### config.mk
export PLATFORM = sky130hd
export DESIGN_NAME = pipe_skid_stage
export DESIGN_NICKNAME = d
export VERILOG_FILES = /design/src/rtl/pipe_skid_stage.sv
export SDC_FILE = /design/constraint.sdc
export NUM_CORES = 1
export LEC_CHECK = 0
export ABC_AREA = 1
export CAP_MARGIN = 20
export CORE_ASPECT_RATIO = 1.25
export CORE_MARGIN = 3
export CORE_UTILIZATION = 50
export DETAILED_ROUTE_END_ITERATION = 12
export PLACE_DENSITY = 0.8
export SLEW_MARGIN = 20
export SYNTH_ARGS = -nofsm -noshare
export SYNTH_HDL_FRONTEND = slang
export SYNTH_SLANG_ARGS = --single-unit
export TNS_END_PERCENT = 5
### constraint.sdc
create_clock -name clk -period 2 [get_ports clk]
set_input_delay 0.2 -clock clk [delete_from_list [all_inputs] [get_ports clk]]
set_output_delay 0.2 -clock clk [all_outputs]
set_load 0.05 [all_outputs]
### src/rtl/pipe_skid_stage.sv
// Parametrised valid/ready pipeline register with a 2-entry skid buffer.
// Optional statistics counters enabled by defining PIPE_STAT_EN.
module pipe_skid_stage #(
  parameter int               WIDTH  = 64,
  parameter logic [WIDTH-1:0] BUBBLE = '0,
  parameter int               CNT_W  = 16
) (
  input  logic             clk,
  input  logic             rst,
  input  logic             flush,
  input  logic             in_valid,
  output logic             in_ready,
  input  logic [WIDTH-1:0] in_data,
  output logic             out_valid,
  input  logic             out_ready,
  output logic [WIDTH-1:0] out_data,
  output logic [CNT_W-1:0] stall_cnt,
  output logic [CNT_W-1:0] flush_cnt
);

  typedef enum logic [1:0] {
    EMPTY = 2'd0,
    HALF  = 2'd1,
    FULL  = 2'd2
  } state_e;

  state_e           state_q, state_d;
  logic [WIDTH-1:0] main_q, main_d;
  logic [WIDTH-1:0] skid_q, skid_d;
  logic             accept;
  logic             emit;

  // ready depends only on registered state, never on out_ready
  assign in_ready  = (state_q != FULL);
  assign out_valid = (state_q != EMPTY);
  assign out_data  = main_q;
  assign accept    = in_valid & in_ready;
  assign emit      = out_valid & out_ready;

  // state and payload registers
  always_ff @(posedge clk or negedge rst) begin
    if (!rst) begin
      state_q <= EMPTY;
      main_q  <= BUBBLE;
      skid_q  <= BUBBLE;
    end else begin
      state_q <= state_d;
      main_q  <= main_d;
      skid_q  <= skid_d;
    end
  end

  // next state; flush wins over every handshake
  always_comb begin
    state_d = state_q;
    main_d  = main_q;
    skid_d  = skid_q;
    if (flush) begin
      state_d = EMPTY;
      main_d  = BUBBLE;
      skid_d  = BUBBLE;
    end else begin
      unique case (state_q)
        EMPTY: begin
          if (accept) begin
            state_d = HALF;
            main_d  = in_data;
          end
        end
        HALF: begin
          if (accept && emit) begin
            main_d = in_data;
          end else if (accept) begin
            state_d = FULL;
            skid_d  = in_data;
          end else if (emit) begin
            state_d = EMPTY;
            main_d  = BUBBLE;
          end
        end
        FULL: begin
          if (emit) begin
            state_d = HALF;
            main_d  = skid_q;
            skid_d  = BUBBLE;
          end
        end
        default: begin
          state_d = EMPTY;
          main_d  = BUBBLE;
          skid_d  = BUBBLE;
        end
      endcase
    end
  end

`ifdef PIPE_STAT_EN
  logic [CNT_W-1:0] stall_q, stall_d;
  logic [CNT_W-1:0] flsh_q, flsh_d;
  logic [CNT_W:0]   flsh_sum;
  logic [1:0]       held;

  assign stall_cnt = stall_q;
  assign flush_cnt = flsh_q;

  // saturating statistics counters, cleared only by reset
  always_ff @(posedge clk or negedge rst) begin
    if (!rst) begin
      stall_q <= '0;
      flsh_q  <= '0;
    end else begin
      stall_q <= stall_d;
      flsh_q  <= flsh_d;
    end
  end

  // count stalled cycles and entries squashed by flush
  always_comb begin
    stall_d  = stall_q;
    flsh_d   = flsh_q;
    held     = 2'd0;
    unique case (1'b1)
      (state_q == FULL): held = 2'd2;
      (state_q == HALF): held = 2'd1;
      default:           held = 2'd0;
    endcase
    flsh_sum = {1'b0, flsh_q} + (CNT_W+1)'(held);
    if (out_valid && !out_ready && !(&stall_q))
      stall_d = stall_q + CNT_W'(1);
    if (flush)
      flsh_d = flsh_sum[CNT_W] ? '1 : flsh_sum[CNT_W-1:0];
  end
`else
  assign stall_cnt = '0;
  assign flush_cnt = '0;
`endif

endmodule

Yosys cells after proc, flatten, opt, wreduce, memory -nomap -nowiden:

Cells that the tools add are included.
Widths: inputs -> output; s select.

* register bits after elaboration: 130
* bits of input ports: 69
* output and inout port bits: 98
* logic and storage cells: 39

* equality and inequality tests: 11
* muxes and demuxes: 17
* bitwise operators: 2
* reductions and logical operators: 6

Operator list (number)
* $mux 64: 8
* $pmux 64 s3: 2
* $mux 2: 6
* $ne 3x3->1 const B: 4
* $ne 4x4->1 const B: 3
* $reduce_and 4->1: 3
* $pmux 2 s3: 1
* $ne 2x2->1 const B: 2
* $and 1x1->1: 2
* $eq 2x1->1 const B: 1
* $eq 2x2->1 const B: 1
* $logic_not 2->1: 1
* $reduce_bool 2->1: 1
* $logic_and 1x1->1: 1

Longest topological paths before layout:

* depth in word-level cells: 7
* gate-level depth with buffers: 9
* depth with buffers taken out: 8

Worst setup path before layout:

OpenSTA, ideal clock, no wires.

* path kind: register to register
* start point: reg state_q[0]
* end point: reg state_q[0]
* library setup time: 82 ps
* data arrival time: 1582 ps
* data required time: 1918 ps
* path slack: 336 ps
* cell stages (with the launch flop): 8
* path buffers: 2
* clock period less this slack: 1664 ps
* cells stage by stage: dfrtp_1 -> buf_4 -> inv_2 -> clkbuf_1 -> nand2_1 -> nand2_1 -> nand2_1 -> a31oi_1

* word-level cells in the longest chain between the ends: 6
* elaborated cells between the ends (all ways): 17
* classes of those cells: 7 x eq/ne; 4 x mux; 2 x bitwise; 4 x reduce/logical

Ends and longest elaborated chain
* start, declared: RTL line 27 `state_e state_q, state_d;`
* start signal, assigned: RTL line 47 `state_q <= state_d;`
* $ne 2x2->1 *: RTL line 34 `assign in_ready = (state_q != FULL);`
* net in_ready: RTL line 12 `output logic in_ready,`
* $and 1x1->1 *: RTL line 37 `assign accept = in_valid & in_ready;`
* $mux 2: RTL line 73 `end else if (accept) begin`
* $mux 2: RTL line 71 `if (accept && emit) begin`
* $pmux 2 s3: RTL line 63 `unique case (state_q)`
* $mux 2: RTL line 58 `if (flush) begin`

Mark *: on every way through the listed nets, which the timed path passes. The rest lies on a longest branch. The select of a mux whose other input is x is not followed.
A chain may end at the register's enable or synchronous reset.

Final worst setup path:

* start point: reg state_q[1]
* end point: out out_valid

* word-level cells in the longest chain between the ends: 1

Ends and longest elaborated chain
* $reduce_bool 2->1: RTL line 35 `assign out_valid = (state_q != EMPTY);`
* end, declared: RTL line 14 `output logic out_valid,`

No other way between the ends.

==> out/results.txt <==
DRT Pass-1 Iters: 6
pwr/cell area: 982 nW/µm²
ANT cells: 0
Synth Instances: 1072
routed len/inst: 14.2 µm
Top cell by count, worst path: buf_4
CTS tree: done
Yosys cell types: 18
Crit Path Category: flop to output port
gr ovfl total: 0
FF-to-FF path depth: 8
RSZ-0062 raised after global routing: no
crit path from: state_q[1]$_DFFE_PN0P_
vias in the first global route: 6641
initial core utilization: 51.7%
Critical R2R Launch: state_q[1]$_DFFE_PN0P_
Max-Cap Viols: 0
Leakage Power: 4.97 nW
Max-slew headroom: 64.7%
initial antenna violation count: 0
Critical Path AT: 1640 ps
post-synthesis mux area share: 0%
GR Util All Layers: 24.8%
die height: 140 µm
number of remaining DRC errors: 0
Clock Latency Late Sink: 410 ps
Critical Path Max Stage Delay: 440 ps
pre-CTS setup slack: 118 ps
Post-CTS Setup Repair Bufs: 0
Synth Area in Compound Gates: 4.62%
Clock Path Buffers: 2
Final Cell Area: 9300 µm²
placed cell area: 8660 µm²
Total Nets Final: 1251
clock sink count: 130
Post-Synth Adder-Cell Area: 0%
main combinational cell family by area after synthesis: simple AND/OR/NAND/NOR gates
fillcell total: 1232
post-synthesis xor/xnor area fraction: 0%
Placed Cells incl. Taps: 1337
io pins: 167
setup violators final: 0
final worst slack: 161 ps
Final Max Slew Viols: 0
Via density: 5.08
Max Fclk: 0.544 GHz
Yosys reg bits: 130
CP Cell Sequence: buf_4 > nor2_4 > buf_4 > inv_1 > buf_4
Die X-Extent: 114 µm
worst-path fanout max: 20
outcome: completed
Worst Setup End Kind: output port
fin crit share: 92.0%
CTS Buf Count: 17
min Tclk post-route: 1840 ps
proportion of layout cells with a drive suffix above 1: 6.19%
first-pass GRT wire length: 32.3 mm
CTS root buf: clkbuf_16
hpwl dp: 12.1 mm
H-tree Lvls: 4
die area: 16000 µm²
Routed Wire Length: 19.4 mm
sequential-to-total area share from yosys stat: 45.0%
Worst VDD drop: 484 µV
routed vias: 6960
Clk pin slew, worst setup/hold paths: 60 ps
CP startpoint kind: flop
Layout area overhead: 28.6%
Syn Std Cell Area: 7240 µm²
Worst Max-Slew Pin Slew: 528 ps
Placer Congestion: 0.811
Syn Area/Cell: 6.75 µm²
Worst EP required: 1800 ps
Final Hold Fails: 0
clock skew: 6.39 ps
num rows: 48
Core ar.: 14000 µm²
fraction of the mapped netlist area in simple logic gates: 37.1%
synth warn: 0
Cell Count, Final, Fillers Out: 1370
hold crit path type: primary input to async pin
Slowest-stage cell, CP: dfrtp_2
setup TNS: 0 ps
number of port buffers: 134
DR iter-0 viols: 541
pin count of the biggest net entering global routing: 76
Final ANT Viol Nets: 0
flip-flops by register name, summed over array words and instances, names as in the netlist:
signal / count
out_data: 64
skid_q: 64
state_q: 2
cells in the mapped netlist:
cell type    n  share of area (%)
dfrtp_1    130                 45
nand3_2      1               0.14
conb_1       1              0.052
nand2_1    465                 24
o21ai_1     60                4.2
buf_1        7               0.36
o31ai_1      1               0.10
nand3_1    129                8.9
nor2_2       3               0.26
a31oi_1      1              0.087
clkbuf_1    21                1.1
inv_1      102                5.3
nor2_1      68                3.5
nand2_2      1              0.087
inv_2        4               0.21
buf_4       36                3.7
buf_2       38                2.6
o21ai_0      4               0.28
power breakdown:
| part | internal, mW | total (mW) | switching [mW] |
|---|---|---|---|
| logic | 0.834 | 2.71 | 1.88 |
| clock network | 2.12 | 3.33 | 1.21 |
| registers | 2.92 | 3.10 | 0.181 |
| total | 5.87 | 9.14 | 3.26 |
area by class of cell:
class	count	area, µm²	area share (%)
clock inverters	13	185	1.99
inverters	106	400	4.30
flip-flops and latches	130	3260	35.0
clock buffers	19	443	4.76
repair buffers	162	1640	17.6
well taps	175	219	2.35
multi-input cells	765	3160	34.0
cell families (layout without fill, tap and decap cells):
kind of cell           Yosys count  count (layout)
other                            1              32
buffers and inverters          208             300
AOI/OAI and AO/OA               66              66
and+or+nand+nor                667             667
DFF                            130             130
critical path: cells and delay by family, from the launching register on:
family                 cells  cell delay [ps]
DFF                        1              440
buffers and inverters      4              670
and+or+nand+nor            1              110
final timing paths:
kind,end,slack [ps]
max,out_valid,160
min,out_data[43]$_DFFE_PN0P_,250
max reg2reg,out_data[19]$_DFFE_PN0P_,400
min reg2reg,out_data[57]$_DFFE_PN0P_,480
max in group asynchronous,state_q[0]$_DFFE_PN0P_,1130
min in group clk,skid_q[62]$_DFFE_PN0P_,390
layout by cell type (no fill, tap or decap), types with 7 or more instances in the layout:
master and count:
nand2_1 465, clkdlybuf4s50_1 131, nand3_1 128, dfrtp_1 128, inv_1 101, nor2_1 68
o21ai_1 60, conb_1 32, buf_4 22, clkbuf_16 17, buf_12 7
stage by stage:
stage / utilization [%] / power [mW] / hold WS [ps]
6_report: 66.5 / 9.14 / 247
5_1_grt: 66.5 / 9.56 / 277
4_1_cts: 66.5 / 9.18 / 249
3_5_place_dp: 61.9 / 5.84 / 120
3_3_place_gp: 61.9 / 5.81 / 117
2_1_floorplan: - / 4.93 / -95.6
layer usage:
metal	wire, µm	GRT usage [%]	vias up
li1	-	-	3439
met2	9810	42.1	228
met4	272	7.53	0
met1	8250	32.2	3273
met3	1060	4.54	20
met5	0	0	-
timing repair:
action / in CTS / in global routing
endpoints found under the hold margin: 33 / 0
resized for setup: 0 / 1
setup endpoints to repair: 0 / 1
hold buffers: 1 / 0
(Power assumes the default switching activity.)
